===== src/rtl/imem_loader_if.sv =====
// Byte-stream input and instruction-memory write port of the imem loader.
// The loader attaches to the master modport; the host/memory side attaches to slave.
interface imem_loader_if #(
  parameter int AW = 8
);
  logic          in_valid;
  logic [7:0]    in_data;
  logic          in_ready;
  logic          mem_we;
  logic [AW-1:0] mem_addr;
  logic [15:0]   mem_wdata;

  modport master (
    input  in_valid, in_data,
    output in_ready, mem_we, mem_addr, mem_wdata
  );

  modport slave (
    output in_valid, in_data,
    input  in_ready, mem_we, mem_addr, mem_wdata
  );
endinterface


===== src/rtl/imem_loader.sv =====
// Loads 16-bit instructions from a byte stream into instruction memory and holds the
// core in reset until a load completes. Optional checksum stage: IMEM_LOADER_CHECKSUM_EN.
module imem_loader #(
  parameter int            AW        = 8,
  parameter logic [AW-1:0] BASE_ADDR = '0
) (
  input  logic          clk,
  input  logic          rst,
  input  logic          start,
  imem_loader_if.master bus,
  output logic          core_hold,
  output logic          busy,
  output logic          done,
  output logic          error
);

  typedef enum logic [2:0] {
    S_IDLE,
    S_COUNT,
    S_HI,
    S_LO,
`ifdef IMEM_LOADER_CHECKSUM_EN
    S_CHK,
`endif
    S_DONE
  } state_t;

  state_t        state, state_nx;
  logic          accept;
  logic          ready;
  logic [8:0]    remain;
  logic [7:0]    hi_q;
  logic [AW-1:0] addr_q;
  logic          we_q;
  logic [15:0]   wdata_q;
  logic          hold_q;

  assign accept = bus.in_valid & ready;

  always_ff @(posedge clk or posedge rst) begin
    if (rst) state <= S_IDLE;
    else     state <= state_nx;
  end

  always_comb begin
    state_nx = state;
    ready    = 1'b0;
    case (state)
      S_IDLE: begin
        if (start) state_nx = S_COUNT;
      end
      S_COUNT: begin
        ready = 1'b1;
        if (accept) state_nx = S_HI;
      end
      S_HI: begin
        ready = 1'b1;
        if (accept) state_nx = S_LO;
      end
      S_LO: begin
        ready = 1'b1;
        if (accept) begin
          if (remain == 9'd1) begin
`ifdef IMEM_LOADER_CHECKSUM_EN
            state_nx = S_CHK;
`else
            state_nx = S_DONE;
`endif
          end else begin
            state_nx = S_HI;
          end
        end
      end
`ifdef IMEM_LOADER_CHECKSUM_EN
      S_CHK: begin
        ready = 1'b1;
        if (accept) state_nx = S_DONE;
      end
`endif
      S_DONE: state_nx = S_IDLE;
      default: state_nx = S_IDLE;
    endcase
  end

  // The write is registered, so it lands in the first cycle of the following state;
  // the address advances at the end of that write cycle.
  always_ff @(posedge clk or posedge rst) begin
    if (rst) begin
      remain  <= '0;
      hi_q    <= '0;
      addr_q  <= BASE_ADDR;
      we_q    <= 1'b0;
      wdata_q <= '0;
      hold_q  <= 1'b1;
    end else begin
      we_q <= 1'b0;
      if (we_q) addr_q <= addr_q + AW'(1);
      case (state)
        S_IDLE: begin
          if (start) begin
            addr_q <= BASE_ADDR;
            hold_q <= 1'b1;
          end
        end
        S_COUNT: begin
          if (accept) remain <= (bus.in_data == 8'd0) ? 9'd256 : {1'b0, bus.in_data};
        end
        S_HI: begin
          if (accept) hi_q <= bus.in_data;
        end
        S_LO: begin
          if (accept) begin
            wdata_q <= {hi_q, bus.in_data};
            we_q    <= 1'b1;
            remain  <= remain - 9'd1;
          end
        end
        S_DONE: begin
`ifdef IMEM_LOADER_CHECKSUM_EN
          hold_q <= error;
`else
          hold_q <= 1'b0;
`endif
        end
        default: ;
      endcase
    end
  end

`ifdef IMEM_LOADER_CHECKSUM_EN
  logic [7:0] xor_q;
  logic       err_q;

  always_ff @(posedge clk or posedge rst) begin
    if (rst) begin
      xor_q <= '0;
      err_q <= 1'b0;
    end else begin
      case (state)
        S_IDLE: begin
          if (start) begin
            xor_q <= '0;
            err_q <= 1'b0;
          end
        end
        S_HI, S_LO: begin
          if (accept) xor_q <= xor_q ^ bus.in_data;
        end
        S_CHK: begin
          if (accept) err_q <= (bus.in_data != xor_q);
        end
        default: ;
      endcase
    end
  end

  assign error = err_q;
`else
  assign error = 1'b0;
`endif

  assign bus.in_ready  = ready;
  assign bus.mem_we    = we_q;
  assign bus.mem_addr  = addr_q;
  assign bus.mem_wdata = wdata_q;
  assign core_hold     = hold_q;
  assign busy          = (state != S_IDLE);
  assign done          = (state == S_DONE);

endmodule

===== src/flat_wrapper.sv =====
// flat-port wrapper written by rule: the top's interface ports become plain ports
module imem_loader_flat 
#(
  parameter int            AW        = 8,
  parameter logic [AW-1:0] BASE_ADDR = '0
)
  (clk, rst, start, core_hold, busy, done, error, bus_in_valid, bus_in_data, bus_in_ready, bus_mem_we, bus_mem_addr, bus_mem_wdata);
  imem_loader_if #(.AW(AW)) bus_i ();
  input  logic clk;
  input  logic rst;
  input  logic start;
  output logic core_hold;
  output logic busy;
  output logic done;
  output logic error;
  input wire logic [$bits(bus_i.in_valid)-1:0] bus_in_valid;
  input wire logic [$bits(bus_i.in_data)-1:0] bus_in_data;
  output wire logic [$bits(bus_i.in_ready)-1:0] bus_in_ready;
  output wire logic [$bits(bus_i.mem_we)-1:0] bus_mem_we;
  output wire logic [$bits(bus_i.mem_addr)-1:0] bus_mem_addr;
  output wire logic [$bits(bus_i.mem_wdata)-1:0] bus_mem_wdata;
  assign bus_i.in_valid = bus_in_valid;
  assign bus_i.in_data = bus_in_data;
  assign bus_in_ready = bus_i.in_ready;
  assign bus_mem_we = bus_i.mem_we;
  assign bus_mem_addr = bus_i.mem_addr;
  assign bus_mem_wdata = bus_i.mem_wdata;
  imem_loader #(.AW(AW), .BASE_ADDR(BASE_ADDR)) u_core (.clk(clk), .rst(rst), .start(start), .bus(bus_i), .core_hold(core_hold), .busy(busy), .done(done), .error(error));
endmodule

===== config.mk =====
export PLATFORM = sky130hd
export DESIGN_NAME = imem_loader_flat
export DESIGN_NICKNAME = d
export VERILOG_FILES = /design/src/rtl/imem_loader_if.sv /design/src/rtl/imem_loader.sv /design/src/flat_wrapper.sv
export SDC_FILE = /design/constraint.sdc
export NUM_CORES = 1
export LEC_CHECK = 0
export ABC_AREA = 1
export CAP_MARGIN = 5
export CORE_ASPECT_RATIO = 1.25
export CORE_MARGIN = 4
export CORE_UTILIZATION = 26
export CTS_BUF_LIST = sky130_fd_sc_hd__clkbuf_8 sky130_fd_sc_hd__clkbuf_16
export CTS_CLUSTER_DIAMETER = 60
export DETAILED_ROUTE_END_ITERATION = 6
export PLACE_DENSITY_LB_ADDON = 0.3
export SLEW_MARGIN = 20
export SYNTH_ARGS = -nofsm -noshare
export SYNTH_HDL_FRONTEND = slang
export SYNTH_SLANG_ARGS = --single-unit

===== constraint.sdc =====
create_clock -name clk -period 3.35 [get_ports clk]
set_input_delay 0.335 -clock clk [delete_from_list [all_inputs] [get_ports clk]]
set_output_delay 0.335 -clock clk [all_outputs]
set_load 0.005 [all_outputs]

==> results.json <==
{
  "syn_to_final_growth_pct": 26.6,
  "r2r-end": "u_core.bus.mem_wdata[5]",
  "required_ps": 3010,
  "fp-row-count": 37,
  "drv_slew": 0,
  "post_cts_resized": 0,
  "track_usage": 0.105,
  "layout_common_cells": "nand2_1 (75), dfrtp_1 (45), clkdlybuf4s50_1 (40), inv_1 (33), o21ai_0 (24)",
  "layout_commonest_cell": "nand2_1",
  "grt_pass1_wl_mm": 8.84,
  "path_class": "reg -> out",
  "pin_count": 42,
  "peakVddDrop_mv": 0.269,
  "cap_violations": 0,
  "worst_pin_slew_ps": 811,
  "synth_cells": 267,
  "clockBufferDepth": 2,
  "drc_errors": 0,
  "power_leakage_nw": 1.36,
  "finalSetupTns_ps": 0,
  "cts_tree": "built",
  "die_w_um": 91.2,
  "ff2ff_setup_slack_ps": 1840,
  "antenna_left": 0,
  "yosysWarnings": 0,
  "fp.dieH_um": 112,
  "power_density_nw_per_um2": 899,
  "dp.cells": 400,
  "final_hold_viol_count": 0,
  "period_share": 0.601,
  "port_buffers": 40,
  "slew_headroom": 0.458,
  "vias_per_cell": 4.40,
  "p_total_w": 0.00256,
  "coreArea_um2": 8330,
  "drt_iter0_drc": 55,
  "critPathMaxFanout": 5,
  "start_util": 0.270,
  "synth_area_um2": 2250,
  "root_buffer": "clkbuf_8",
  "max_clock_freq_mhz": 497,
  "hold_path.class": "in -> async",
  "rsz0062_at_grt": "no",
  "nets": 325,
  "utilization": 0.342,
  "finClkSkew_ps": 7.98,
  "place.gp.congestion": 0.811,
  "r2r_start": "u_core.state[1]",
  "dp_hpwl_mm": 3.72,
  "layout-drive-gt1-share": 0.0900,
  "firstDrtPassIters": 4,
  "avgRoutedWirePerCell_um": 12.4,
  "ys_seq_elements": 46,
  "num_vias": 1797,
  "cts_inserted_buffers": 5,
  "yosysUniqueCellTypes": 30,
  "period_needed_ps": 2010,
  "critPathLaunchType": "register",
  "final_cells": 408,
  "insertion_delay_ps": 300,
  "grt_pass1_vias": 1890,
  "htreeDepth": 2,
  "ys_seq_area_frac": 0.512,
  "antenna_found_initial": 0,
  "crit_path_end_kind": "primary output",
  "cp.arrival_ps": 1680,
  "grt_max_degree": 47,
  "clock_sinks": 46,
  "die-area_um2": 10200,
  "cts.hold.buffers_added": 0,
  "wirelength_mm": 5.06,
  "syn_nets": 282,
  "cts_setup_buffers": 0,
  "r2r_cells": 7,
  "outcome": "completed",
  "setup_viol": 0,
  "avgSynthCellArea_um2": 8.43,
  "antenna_cells": 0,
  "grt-ovfl-total": 0,
  "clk_pin_slew_ps": 90
}
-- metal layers --
metal	track usage	vias up	routed length, µm
li1	-	935	-
met1	0.119	821	2160
met2	0.191	34	2590
met3	0.0181	7	184
met4	0.0483	0	119
met5	0	-	0
-- per-stage QoR --
step / worst slack (ps) / cell area, µm² / hold slack (ps)
finish: 1340 / 2850 / 477
global route: 1220 / 2850 / 501
CTS: 1320 / 2850 / 482
detailed placement: 1540 / 2740 / 459
global placement: 1570 / 2740 / 458
floorplan: 1930 / 2250 / 449
-- area by class of cell --
| type | instances | area, µm² |
|---|---|---|
| repair buffers | 41 | 408 |
| clock buffers | 5 | 68.8 |
| inverters | 35 | 143 |
| clock inverters | 3 | 41.3 |
| multi-input cells | 181 | 915 |
| flip-flops and latches | 46 | 1150 |
| fillers | 865 | 5480 |
| well taps | 97 | 121 |
-- state kept, by name, indices dropped and copies added (netlist names) --
signal,cells
u_core.core_hold,1
u_core.remain,9
u_core.state,3
u_core.hi_q,8
u_core.bus.mem_we,1
u_core.bus.mem_wdata,16
u_core.bus.mem_addr,8
-- power by group --
part / switching, W / total [W] / internal [W] / leakage [nW]
clock: 0.000193 / 0.000412 / 0.000220 / 0.0556
combinational: 0.000612 / 0.00115 / 0.000534 / 0.734
sequential: 0.000197 / 0.00100 / 0.000806 / 0.566
total: 0.00100 / 0.00256 / 0.00156 / 1.36
-- worst max-delay path: stages (launching register included) --
cell,delay [ps]
dfrtp_1,520
inv_1,110
nor3_1,200
clkdlybuf4s50_1,550
-- kinds of logic after synthesis --
group	Yosys count	synth area share
xor gates and xnor gates	2	0.00778
other	1	0.00167
buffers and inverters	40	0.0817
adders and majority gates	3	0.0167
and+or+nand+nor	128	0.258
DFF	46	0.512
AOI/OAI and AO/OA	47	0.122
-- cell usage after synthesis --
| library cell | number | area, µm² |
|---|---|---|
| o21ai_2 | 8 | 70.1 |
| nand2_4 | 1 | 11.3 |
| buf_2 | 1 | 5.00 |
| o21a_1 | 1 | 7.51 |
| nor3_1 | 6 | 30.0 |
| buf_8 | 1 | 15.0 |
| or2_2 | 1 | 6.26 |
| inv_6 | 2 | 17.5 |
| o211ai_1 | 2 | 15.0 |
| dfrtp_1 | 45 | 1130 |
| nor2_1 | 22 | 82.6 |
| xnor2_1 | 1 | 8.76 |
| o21ai_0 | 24 | 120 |
| nand4_1 | 1 | 6.26 |
| dfstp_2 | 1 | 26.3 |
| nand2_2 | 3 | 18.8 |
| a21oi_1 | 10 | 50.1 |
| o22ai_1 | 2 | 12.5 |
| nand2_1 | 75 | 282 |
| conb_1 | 1 | 3.75 |
| nand3_1 | 15 | 75.1 |
| inv_1 | 33 | 124 |
| nor2_8 | 2 | 40.0 |
| buf_6 | 1 | 11.3 |
| buf_4 | 1 | 7.51 |
| nand3b_1 | 1 | 7.51 |
| xor2_1 | 1 | 8.76 |
| nor4_4 | 1 | 21.3 |
| clkbuf_1 | 1 | 3.75 |
| ha_1 | 3 | 37.5 |
-- how the worst max path moves through the flow --
stage,startpoint,endpoint,slack [ps]
2_1_floorplan,rst,u_core.bus.mem_addr[0],1930
3_3_place_gp,bus_in_valid,u_core.remain[6],1570
3_5_place_dp,bus_in_valid,u_core.remain[6],1540
4_1_cts,u_core.state[2],done,1320
5_1_grt,u_core.state[2],done,1220
6_report,u_core.state[2],done,1340
No activity file was read; power rests on OpenSTA's default activity.
